## config.mk

```make
export PLATFORM = sky130hd
export DESIGN_NAME = hazard_ctrl
export DESIGN_NICKNAME = d
export VERILOG_FILES = /design/src/rtl/hazard_pkg.sv /design/src/rtl/hazard_md_timer.sv /design/src/rtl/hazard_ctrl.sv
export SDC_FILE = /design/constraint.sdc
export NUM_CORES = 1
export LEC_CHECK = 0
export ABC_AREA = 1
export CAP_MARGIN = 20
export CORE_AREA = 2 2 49 51
export DETAILED_ROUTE_END_ITERATION = 10
export DIE_AREA = 0 0 51 53
export PLACE_DENSITY_LB_ADDON = 0.2
export SLEW_MARGIN = 20
export SYNTH_ARGS = -nofsm -noshare
export SYNTH_HDL_FRONTEND = slang
export SYNTH_SLANG_ARGS = --single-unit
```

## constraint.sdc

```tcl
create_clock -name clk -period 3.7 [get_ports clk]
set_input_delay 0.74 -clock clk [delete_from_list [all_inputs] [get_ports clk]]
set_output_delay 0.74 -clock clk [all_outputs]
set_load 0.01 [all_outputs]
```

## src/rtl/hazard_pkg.sv

```systemverilog
// Shared types and constants for the hazard controller.
package hazard_pkg;

  // Width of the multi-cycle down-counter.
  localparam int CNT_W = 4;

  // Multi-cycle sequencer states.
  typedef enum logic [1:0] {
    RUN     = 2'd0,
    MD_WAIT = 2'd1,
    MD_DONE = 2'd2
  } md_state_e;

  // EX operand select encodings.
  localparam logic [1:0] FWD_NONE = 2'b00;
  localparam logic [1:0] FWD_WB   = 2'b01;
  localparam logic [1:0] FWD_MEM  = 2'b10;

  // True when s names the register r and r is not $zero.
  function automatic logic reg_match(input logic [4:0] r, input logic [4:0] s);
    return (r != 5'd0) && (r == s);
  endfunction

endpackage

```

## src/rtl/hazard_md_timer.sv

```systemverilog
// Multi-cycle (mult/div) sequencer: holds EX for MD_LATENCY-1 cycles, then
// lets the op advance on the following cycle.
module hazard_md_timer
  import hazard_pkg::*;
#(
  parameter int MD_LATENCY = 4
) (
  input  logic clk,
  input  logic reset,
  input  logic MultiCycleE,
  output logic md_stall,
  output logic busy
);

  localparam bit              MD_ENABLED = (MD_LATENCY > 1);
  localparam bit              MD_SHORT   = (MD_LATENCY == 2);
  localparam logic [CNT_W-1:0] CNT_LOAD  = MD_ENABLED ? CNT_W'(MD_LATENCY - 2) : '0;

  md_state_e        state_q, state_d;
  logic [CNT_W-1:0] cnt_q, cnt_d;
  logic             md_entry;

  // A new multi-cycle op starts stalling in the cycle it first appears in EX.
  assign md_entry = (state_q == RUN) && MultiCycleE && MD_ENABLED;

  // Stall and busy are identical; both are suppressed while reset is held.
  assign md_stall = reset && (md_entry || (state_q == MD_WAIT));
  assign busy     = md_stall;

  // Next-state and counter computation.
  always_comb begin
    // NOTE: every variable gets a default first so no path leaves it unassigned (no latch).
    state_d = state_q;
    cnt_d   = cnt_q;
    unique case (state_q)
      RUN: begin
        if (md_entry) begin
          cnt_d   = CNT_LOAD;
          state_d = MD_SHORT ? MD_DONE : MD_WAIT;
        end
      end
      MD_WAIT: begin
        cnt_d = cnt_q - CNT_W'(1);
        if (cnt_q == CNT_W'(1)) state_d = MD_DONE;
      end
      MD_DONE: state_d = RUN;
      default: state_d = RUN;
    endcase
  end

  // State and counter registers with synchronous active-low reset.
  always_ff @(posedge clk) begin
    // NOTE: non-blocking assignments so every flop samples pre-edge values.
    if (!reset) begin
      state_q <= RUN;
      cnt_q   <= '0;
    end else begin
      state_q <= state_d;
      cnt_q   <= cnt_d;
    end
  end

endmodule

```

## src/rtl/hazard_ctrl.sv

```systemverilog
// Pipeline hazard controller for the five-stage MIPS core: stall, flush and
// forwarding decisions for IF/ID/EX.
// Build option: define HAZARD_FWD_EN to enable EX-stage forwarding; without
// it, RAW hazards on EX/MEM producers stall the instruction in ID instead.
module hazard_ctrl
  import hazard_pkg::*;
#(
  parameter int MD_LATENCY = 4
) (
  input  logic       clk,
  input  logic       reset,
  input  logic [4:0] rsD,
  input  logic [4:0] rtD,
  input  logic [4:0] rsE,
  input  logic [4:0] rtE,
  input  logic [4:0] WriteRegE,
  input  logic [4:0] WriteRegM,
  input  logic [4:0] WriteRegW,
  input  logic       RegWriteE,
  input  logic       RegWriteM,
  input  logic       RegWriteW,
  input  logic       MemtoRegE,
  input  logic       MultiCycleE,
  input  logic       BranchTakenD,
  output logic       StallF,
  output logic       StallD,
  output logic       StallE,
  output logic       FlushD,
  output logic       FlushE,
  output logic       FlushM,
  output logic [1:0] ForwardAE,
  output logic [1:0] ForwardBE,
  output logic       Busy
);

  logic       md_stall;
  logic       lwstall;
  logic       data_stall;
  logic [1:0] fwd_a, fwd_b;

  hazard_md_timer #(
    .MD_LATENCY (MD_LATENCY)
  ) u_md_timer (
    .clk         (clk),
    .reset       (reset),
    .MultiCycleE (MultiCycleE),
    .md_stall    (md_stall),
    .busy        (Busy)
  );

  // Load in EX whose result is needed by the instruction in ID.
  assign lwstall = MemtoRegE && RegWriteE &&
                   (reg_match(WriteRegE, rsD) || reg_match(WriteRegE, rtD));

`ifdef HAZARD_FWD_EN
  // MEM result is newer than WB, so it wins when both match.
  assign fwd_a = (RegWriteM && reg_match(WriteRegM, rsE)) ? FWD_MEM :
                 (RegWriteW && reg_match(WriteRegW, rsE)) ? FWD_WB  : FWD_NONE;
  assign fwd_b = (RegWriteM && reg_match(WriteRegM, rtE)) ? FWD_MEM :
                 (RegWriteW && reg_match(WriteRegW, rtE)) ? FWD_WB  : FWD_NONE;
  assign data_stall = lwstall;
`else
  logic raw_stall;
  logic unused_fwd_inputs;

  // Without forwarding, any producer still in EX or MEM must drain first.
  assign raw_stall = (RegWriteE && (reg_match(WriteRegE, rsD) || reg_match(WriteRegE, rtD))) ||
                     (RegWriteM && (reg_match(WriteRegM, rsD) || reg_match(WriteRegM, rtD)));
  assign fwd_a      = FWD_NONE;
  assign fwd_b      = FWD_NONE;
  assign data_stall = lwstall || raw_stall;
  assign unused_fwd_inputs = ^{rsE, rtE, WriteRegW, RegWriteW};
`endif

  // Priority resolution: MD stall > data stall > taken-branch flush.
  always_comb begin
    StallF    = 1'b0;
    StallD    = 1'b0;
    StallE    = 1'b0;
    FlushD    = 1'b0;
    FlushE    = 1'b0;
    FlushM    = 1'b0;
    ForwardAE = FWD_NONE;
    ForwardBE = FWD_NONE;
    if (reset) begin
      ForwardAE = fwd_a;
      ForwardBE = fwd_b;
      if (md_stall) begin
        StallF = 1'b1;
        StallD = 1'b1;
        StallE = 1'b1;
        FlushM = 1'b1;
      end else if (data_stall) begin
        StallF = 1'b1;
        StallD = 1'b1;
        FlushE = 1'b1;
      end else if (BranchTakenD) begin
        FlushD = 1'b1;
      end
    end
  end

endmodule

```

---- Word level (Yosys, flattened, before mapping) ----
Cells that the tools add are included.
word-level totals
  ROM bits ................................ 0
  RAM bits ................................ 0
  bits of input ports ..................... 43
  latch bits .............................. 0
  register bits after elaboration ......... 6
  memories kept ........................... 0
cells by class
  bitwise operators ....................... 0
  eq/ne operators ......................... 8
  order comparisons ....................... 0
  multiplexer cells ....................... 16
  shift-type cells ........................ 0
  reduce and logical (&&, ||, !) cells .... 21
  $add $sub $neg .......................... 1
  divide/modulo/power cells ............... 0
  multiply operators ...................... 0
operator list
  kind                                                                     number
  5-bit equality test                                                      4
  1-bit 2-to-1 mux                                                         11
  1-bit logical AND                                                        10
  5-bit nonzero test                                                       2
  4-bit one-hot mux with 2 select lines                                    1
  1-bit logical OR                                                         5
  4-bit by 1-bit equality test with 1-bit output, second input constant    1
  2-bit 2-to-1 mux                                                         2
  4-bit 2-to-1 mux                                                         1
  2-bit one-hot mux with 2 select lines                                    1
  2-bit AND reduction                                                      2
  4-bit by 1-bit subtractor with 4-bit output, second input constant       1
  2-bit by 1-bit equality test with 1-bit output, second input constant    1
  2-bit zero test                                                          1
  2-bit by 1-bit inequality test with 1-bit output, second input constant  1
  2-bit inequality test, second input constant                             1
  2-bit nonzero test                                                       1

---- Longest topological paths before layout ----
Gate-level depths: netlist of run 1.
  depth after elaboration ................. 9
  mapped depth ............................ 11
  mapped depth without buffers ............ 10

---- Cells and area by module ----
From an unflattened synthesis of run 1, not the netlist that was laid out.
unflattened totals
  cell total of the unflattened synthesis .. 153
  area total of the unflattened synthesis .. 802.0 um^2
by module, submodules not included
  module           instances  cells each  sequential area each (um^2)  area each (um^2)
  hazard_ctrl      1          109         0.0                          479.2
  hazard_md_timer  1          44          120.1                        322.8

---- Least setup slack after synthesis of run 1 ----
OpenSTA, ideal clock, no wires.
  path kind ............................... input -> output
  start point ............................. in MultiCycleE
  end point ............................... out StallF
  arrival ................................. 1513 ps
  cell stages on the path ................. 7
  required time ........................... 2960 ps
  slack ................................... 1447 ps
  cell sequence ........................... nand2_1 > nor2_2 > nor2_4 > nor2_2 > inv_1 > nand2_1 > buf_4
between the ends
  cells in the longest elaborated chain, start to end .. 5
ends and longest elaborated chain
  item                           RTL line               text
  start, declared                hazard_ctrl.sv:23      input logic MultiCycleE,
  1-bit logical AND              hazard_md_timer.sv:24  assign md_entry = (state_q == RUN) && MultiCycleE && MD_ENABLED;
  1-bit logical OR               hazard_md_timer.sv:27  assign md_stall = reset && (md_entry || (state_q == MD_WAIT));
  1-bit logical AND              hazard_md_timer.sv:27
  via Busy                       hazard_ctrl.sv:33      output logic Busy
  1-bit 2-to-1 mux (2 in a row)  n/a
  end, declared                  hazard_ctrl.sv:25      output logic StallF,
The timed path passes the listed nets, and every way through them passes these cells.

---- Worst setup path in the final report of run 1 ----
  start point ............................. in WriteRegE[0]
  end point ............................... out StallD
between the ends
  cells in the longest elaborated chain, start to end .. 9
  elaborated cells on any way between the ends .. 13
ends and longest elaborated chain
  item                                                       RTL line                              text
  start, declared                                            hazard_ctrl.sv:16                     input logic [4:0] WriteRegE,
  5-bit equality test or 5-bit nonzero test (tied branches)  hazard_pkg.sv:21                      return (r != 5'd0) && (r == s);
  1-bit logical AND                                          hazard_pkg.sv:21
  1-bit logical OR *                                         hazard_ctrl.sv:53, hazard_ctrl.sv:67
  1-bit logical AND                                          hazard_ctrl.sv:67                     assign raw_stall = (RegWriteE && (reg_match(WriteRegE, rsD) || reg_match(WriteRegE, rtD))) ||
  1-bit logical OR                                           hazard_ctrl.sv:67
  1-bit logical OR *                                         hazard_ctrl.sv:71                     assign data_stall = lwstall || raw_stall;
  1-bit 2-to-1 mux *                                         hazard_ctrl.sv:93                     end else if (data_stall) begin
  1-bit 2-to-1 mux *                                         hazard_ctrl.sv:88                     if (md_stall) begin
  1-bit 2-to-1 mux *                                         hazard_ctrl.sv:85                     if (reset) begin
  end, declared                                              hazard_ctrl.sv:26                     output logic StallD,
Every way passes the cells marked *; elsewhere a longest branch is shown, timed or not.

==> metrics.md, run 1 <==
| Metric | Value |
|---|---|
| Chip width | roughly 50 um |
| Crit path cell chain | clkdlybuf4s50_1 > inv_1 > nand2_1 > nand2_1 > nor2_1 > nand3_1 > nand2_1 > nand2_2 > nand2_2 > nand2_1 > nand2_1 > clkdlybuf4s50_1 |
| Fmax | between 300 and 400 MHz |
| Vias/cell | about 4.4 |
| Post-DRT Antenna Nets | 0 |
| CTS Sinks | 6 |
| Hold path cells | 2 |
| Critical Path Start Type | input pin |
| Unrepaired setup endpoints after global routing | false |
| Cells after synthesis | about 140 |
| DRC viols | 0 |
| Worst hold start | u_md_timer.cnt_q[3]$_SDFFE_PN0P_ |
| Hold WC Path Type | reg -> reg |
| Initial core utilization | approximately 36% |
| Core area | roughly 0.0021 sq mm |
| Crit. path cell count | 12 |
| Pwr Density | 239 mW/mm^2 |
| Post-synthesis async set-or-reset flop share | 0% |
| Part of the Yosys area used for sequential elements | 15.5% |
| Buffers on Ports | 32 |
| Deepest clock path buffer count | 2 |
| Synth cell types | 20 |
| Status | finished clean |
| TritonCTS clock tree | yes |
| Cell Area, Synth | 773 sq um |
| Maximum vdd drop | between 0.0001 and 0.00015 V |
| Worst-Skew Late Latency | between 0.2 and 0.25 ns |
| Max stage delay on crit path | 0.54 ns |
| WL/cell | around 8.5 um |
| Layout area overhead | 43.5% |
| CP dominant cell by count | nand2_1 |
| Post-synth top area cell | nand2_1 |
| CP endpoint kind | primary output |
| Post-synth EDFFs | 0 |
| Main synth FF type | dfxtp_1 |
| Final hold violations | 0 |
| Skew final | between 0.003 and 0.004 ns |
| Yosys warns | 0 |
| Commonest cells after routing, fill and taps aside | nand2_1 (57), clkdlybuf4s50_1 (32), inv_1 (18), nor2_1 (14), inv_2 (9) |
| Vias in the first global route | 800 |
| Final cell count without fillers | 203 |
| Final wirelength | 1730 um |
| P_leak | 0.588 nW |
| WP buf/inv | 3 |
| Reg-to-Reg End | u_md_timer.state_q[0]$_SDFFE_PN0P_ |
| RR Startpoint | u_md_timer.state_q[0]$_SDFFE_PN0P_ |
| Largest net degree at the start of global routing | 7 |
| Reg2reg path depth | 7 |
| Area of the die | between 0.002 and 0.003 sq mm |
| Crit path DAT | between 2 and 3 ns |
| Antenna violations before repair | 0 |
| GP Congestion | 0.793 |
| First-pass GRT wire length | 2850 um |
| Final Max Tran Viols | 0 |
| Required @ worst endpoint | 2.96 ns |
| CTS root buf | clkbuf_4 |
| Via total after detailed routing | 892 |
| Die height | roughly 53 um |
| Most common cell after layout, fill and taps aside | nand2_1 |
| Fin crit period | 3.27 ns |
| Layout cells sized above 1 | 11.4% |
| DR WL met3 | 85 um |
| Ports | 54 |
| Final Cell Area | between 0.001 and 0.0015 sq mm |
| Setup TNS | 0 ns |
| CP top delay family | buffers and inverters |
| Yosys top cell area share | approximately 28% |
| Met2 WL | approximately 900 um |
| Post-DP HPWL | roughly 1600 um |
| Setup violators final | 0 |
| Crit Path Max Fanout | 3 |
| Hold endpoint | u_md_timer.cnt_q[3]$_SDFFE_PN0P_ |
| Worst Hold Slack | 0.469 ns |
| 1st-pass router iterations | 4 |
| Reg2reg setup slack | around 2.6 ns |
| Clk slew on worst S/H paths | ~0.04 ns |
| Met1 wire length | ~730 um |
| Tcrit/Tclk final | roughly nine tenths |
| Hold_buf cts | 0 |
| CTS H-tree depth | 1 |
| Slowest-stage cell, CP | clkdlybuf4s50_1 |
| Post-CTS Setup Repair Bufs | 0 |
| Seq cells post-synth | 6 |
| Post_cts resized | 0 |
| Max layer used | met4 |
| Gr usage total | 13.7% |
| Tot Pwr | approximately 0.27 mW |
| Nets | roughly 220 |
| Total CTS buffers | 3 |
| Fill cell count | roughly 240 |
| Syn Area/Cell | ~5.4 sq um |
| Synth top area cells | nand2_1 (28%), dfxtp_1 (16%), inv_1 (8.7%) |
| Placed cells | 200 |
| Area after DPL | between 0.001 and 0.0015 sq mm |
| MaxCap Viol Count | 0 |
| Critical path class | in -> out |
| Num rows | 17 |
| Iter 0 DRT Violations | 4 |
| # diodes | 0 |
| Gr ovfl total | 0 |
[logic make-up after synthesis]
kind of cell / after synthesis / share of synthesized area [%]
AO/OA/AOI/OAI: 8 / 6.47
XOR/XNOR: 6 / 6.80
adder cells (fa/ha/maj): 2 / 3.24
buffers and inverters: 34 / 19.9
flip-flops: 6 / 15.5
other: 1 / 0.485
AND/OR/NAND/NOR: 87 / 47.6
[report_power, final]
group	total (mW)	internal [mW]	switching [mW]
Sequential	0.0755	0.0715	0.00399
Combinational	0.130	0.0643	0.0657
Clock	0.0599	0.0367	0.0233
Total	0.265	0.172	0.0930
[worst max path at each step]
stage            startpoint     end
6_report       WriteRegE[0]  StallD
5_1_grt        WriteRegE[0]  StallD
4_1_cts        WriteRegE[0]  StallD
3_5_place_dp   WriteRegE[0]  StallD
3_3_place_gp   WriteRegE[4]  StallD
2_1_floorplan   MultiCycleE  StallF
[cell usage after synthesis, types with 3 or more instances]
master / number
dfxtp_1: 6
xnor2_1: 4
nand2_2: 3
nor2_1: 14
nand3_1: 6
inv_2: 9
buf_4: 7
inv_1: 18
nand2_1: 57
o21ai_0: 5
[final cells by class]
class	count	area (sq um)	share of cell area, %
clock buffer	3	22.5	2.03
multi-input combinational	107	510	46.0
tap	28	35.0	3.16
sequential	6	120	10.8
timing repair buffer	32	320	28.9
inverter	27	101	9.13
[tightest hold or removal path, delay by kind of cell, from the launching register on]
family,cells,cell delay [ns]
AOI/OAI and AO/OA,1,0.05
DFF,1,0.31
and+or+nand+nor,1,0.06
[registers in the layout, summed over array words and instances (netlist names)]
| name | flops |
|---|---|
| u_md_timer.cnt_q | 4 |
| u_md_timer.state_q | 2 |
[layer usage]
layer	global-route usage, %	up-vias
met1	14.3	381
met4	5.41	0
met2	27.9	26
met5	0	-
met3	0.847	2
li1	-	483
[metrics by stage]
step	worst slack (ns)	util [%]
2_1_floorplan	1.45	-
3_3_place_gp	0.445	50.6
3_5_place_dp	0.421	50.6
4_1_cts	0.416	51.7
5_1_grt	0.267	51.7
6_report	0.432	51.7
No activity file was read; power rests on OpenSTA's default activity.
==> run 2: changes to the inputs <==
TNS_END_PERCENT = 5   (was not set)
==> results of run 2 <==
No change in the layout: final DEF, timing and power equal those of run 1.
==> run 3: changes to the inputs <==
SYNTH_HIERARCHICAL = 1   (was not set)
==> metrics.md, run 3 <==
| Metric | Value |
|---|---|
| Core area | 0.00215 sq mm (unchanged) |
| Total CTS buffers | 3 (unchanged) |
| Crit Path Max Fanout | 3 (unchanged) |
| Worst hold start | u_md_timer/cnt_q[3]$_SDFFE_PN0P_ |
| Reg2reg path depth | 5 (-2) |
| Setup violators final | 0 (unchanged) |
| Largest net degree at the start of global routing | 10 (+3) |
| GP Congestion | 0.862 (+8.7%) |
| Maximum vdd drop | 0.000128 V (-6.4%) |
| MaxCap Viol Count | 0 (unchanged) |
| Reg with most FFs | u_md_timer/cnt_q |
| Cell Area, Synth | 802 sq um (+3.7%) |
| Largest regs | u_md_timer/cnt_q x4, u_md_timer/state_q x2 |
| Commonest cells after routing, fill and taps aside | nand2_1 (62), clkdlybuf4s50_1 (32), inv_1 (26), nor2_1 (14), nand3_1 (7) |
| Yosys warns | 6 (+6) |
| Hold path cells | 2 (unchanged) |
| P_leak | 0.630 nW (+7.1%) |
| Post-DP HPWL | 1620 um (+3.6%) |
| # diodes | 0 (unchanged) |
| Fin crit period | 3.25 ns (-0.0132 ns) |
| Synth cell types | 20 (unchanged) |
| Critical path class | in -> out |
| Post-DRT Antenna Nets | 0 (unchanged) |
| Num rows | 17 (unchanged) |
| Seq. cell area | 120 sq um (unchanged) |
| 1st-pass router iterations | 5 (+1) |
| Layout area overhead | 42.0% |
| Most common cell after layout, fill and taps aside | nand2_1 |
| CTS Sinks | 6 (unchanged) |
| Layout cells sized above 1 | 8.15% (-3.3 points) |
| Part of the Yosys area used for sequential elements | 15.0% (-0.56 points) |
| Reg-to-Reg End | u_md_timer/cnt_q[1]$_SDFFE_PN0P_ |
| Vias in the first global route | 856 (+7.0%) |
| Final hold violations | 0 (unchanged) |
| Seq cells post-synth | 6 (unchanged) |
| CTS root buf | clkbuf_4 |
| Max reg flops | 4 (unchanged) |
| Commonest cells post-synth | nand2_1 (62), inv_1 (26), nor2_1 (14) |
| Status | finished clean |
| Syn Area/Cell | 5.24 sq um (-2.4%) |
| Fmax | 307 MHz (+0.41%) |
| Vias/cell | 4.45 (+1.2%) |
| Cell with the most instances after synthesis | nand2_1 |
| CP endpoint kind | primary output |
| Clk slew on worst S/H paths | 0.05 ns (about the same) |
| Skew final | 0.00702 ns (+0.00367 ns) |
| DP Worst Slack | 0.442 ns (+0.0215 ns) |
| Worst-Skew Late Latency | 0.24 ns (about the same) |
| Die height | 53 um (unchanged) |
| Synth top area cells | nand2_1 (29%), dfxtp_1 (15%), inv_1 (12%) |
| Hold WC Path Type | reg -> reg |
| Post-synthesis async set-or-reset flop share | 0% (unchanged) |
| Buffers on Ports | 32 (unchanged) |
| Post-synth top area cell | nand2_1 |
| Area of the die | 0.00270 sq mm (unchanged) |
| Critical Path Start Type | input pin |
| Cells after synthesis | 153 (+6.3%) |
| Setup TNS | 0 ns (unchanged) |
| Iter 0 DRT Violations | 21 (+17) |
| Hold endpoint | u_md_timer/cnt_q[3]$_SDFFE_PN0P_ |
| Via total after detailed routing | 943 (+5.7%) |
| Final Max Tran Viols | 0 (unchanged) |
| RR Startpoint | u_md_timer/cnt_q[0]$_SDFFE_PN0P_ |
| Pwr Density | 222 mW/mm^2 (-7.3%) |
| Ports | 54 (unchanged) |
| Slack of the critical path | 0.446 ns (+0.0132 ns) |
| WL/cell | 8.74 um (+2.9%) |
| CTS H-tree depth | 1 (unchanged) |
| Final Cell Area | 0.00114 sq mm (+2.6%) |
| TritonCTS clock tree | yes |
| Area of the multi-input gates | 524 sq um (+2.7%) |
| Hold_buf cts | 0 (unchanged) |
| Crit path DAT | 2.51 ns (-0.02 ns) |
| First-pass GRT wire length | 3020 um (+5.8%) |
| Deepest clock path buffer count | 2 (unchanged) |
| Gr ovfl total | 0 (unchanged) |
| Final wirelength | 1850 um (+7.4%) |
| Post-synth EDFFs | 0 (unchanged) |
| DRC viols | 0 (unchanged) |
| Main synth FF type | dfxtp_1 |
| Chip width | 51 um (unchanged) |
| Yosys top cell area share | 29.0% (+1.3 points) |
| Fill cell count | 225 (-7.0%) |
| Final core utilization | 53.0% (+1.3 points) |
| Tcrit/Tclk final | 88.0% (-0.36 points) |
| Reg2reg setup slack | 2.64 ns (+0.04 ns) |
| Antenna violations before repair | 0 (unchanged) |
| Nets | 231 (+4.1%) |
| Gr usage total | 14.3% (+0.61 points) |
| Area after DPL | 0.00112 sq mm (+2.6%) |
| Initial core utilization | 37.3% (+1.3 points) |
| Unrepaired setup endpoints after global routing | false |
| Required @ worst endpoint | 2.96 ns (about the same) |
| Post-CTS Setup Repair Bufs | 0 (unchanged) |
| Post_cts resized | 0 (unchanged) |
## run 3: changes by cell type in the layout (fill, tap and decap cells not counted), sizes merged, moves of 2 or more
cell,previous run,this run
nand2,60,66
inv,27,31
a21oi,2,4
nor2,18,16
## run 3: worst max-delay path, cell delays in order
cell	delay, ns
clkdlybuf4s50_1	0.51
inv_1	0.09
nand2_1	0.06
nand2_1	0.06
nor2_1	0.10
nand3_1	0.07
nand2_1	0.08
nand2_2	0.06
nand2_2	0.07
nand2_1	0.04
nand2_1	0.08
clkdlybuf4s50_1	0.54
## run 3: power by group
group	internal (mW)	switching [mW]
registers	0.0705	0.00453
clock network	0.0366	0.0227
logic	0.0585	0.0596
## run 3: cell type report
class	count	share of cell area (%)
Clock buffer	3	1.98
Multi-Input combinational cell	112	46.0
Timing Repair Buffer	32	28.1
Sequential cell	6	10.5
Tap cell	28	3.08
Inverter	31	10.2
## run 3: worst max-delay path by stage
stage	start	end	slack, ns	depth (start not counted)
global placement	WriteRegE[4]	StallD	0.44	12
global route	WriteRegM[4]	StallD	0.29	12
floorplan	WriteRegE[0]	StallF	1.47	11
finish	WriteRegE[0]	StallD	0.45	12
detailed placement	WriteRegE[0]	StallF	0.44	12
CTS	WriteRegE[0]	StallD	0.44	12
## run 3: logic make-up (layout without fill, tap and decap cells)
kind of cell	after synthesis	count (layout)	share of synthesized area [%]
AND/OR/NAND/NOR	92	92	47.6
adder cells (fa/ha/maj)	2	2	3.12
other	1	4	0.468
flip-flops	6	6	15.0
buffers and inverters	38	66	21.1
XOR/XNOR	5	5	5.46
AO/OA/AOI/OAI	9	9	7.33
## run 3: metrics by stage
step | hold slack (ns) | total power [mW] | cells
floorplan | 0.452 | 0.145 | 156
CTS | 0.481 | 0.255 | 212
global placement | 0.469 | 0.191 | 209
finish | 0.484 | 0.252 | 212
detailed placement | 0.474 | 0.194 | 209
global route | 0.535 | 0.272 | 212
## run 3: per-layer routing
layer  vias to the layer above  part of all wire, %  global-route usage (%)
li1                        506                    -                       -
met1                       403                   42                    15.5
met2                        34                   53                    27.9
met3                         0                  5.5                   0.565
met4                         0                    0                    7.21
met5                         -                    0                       0
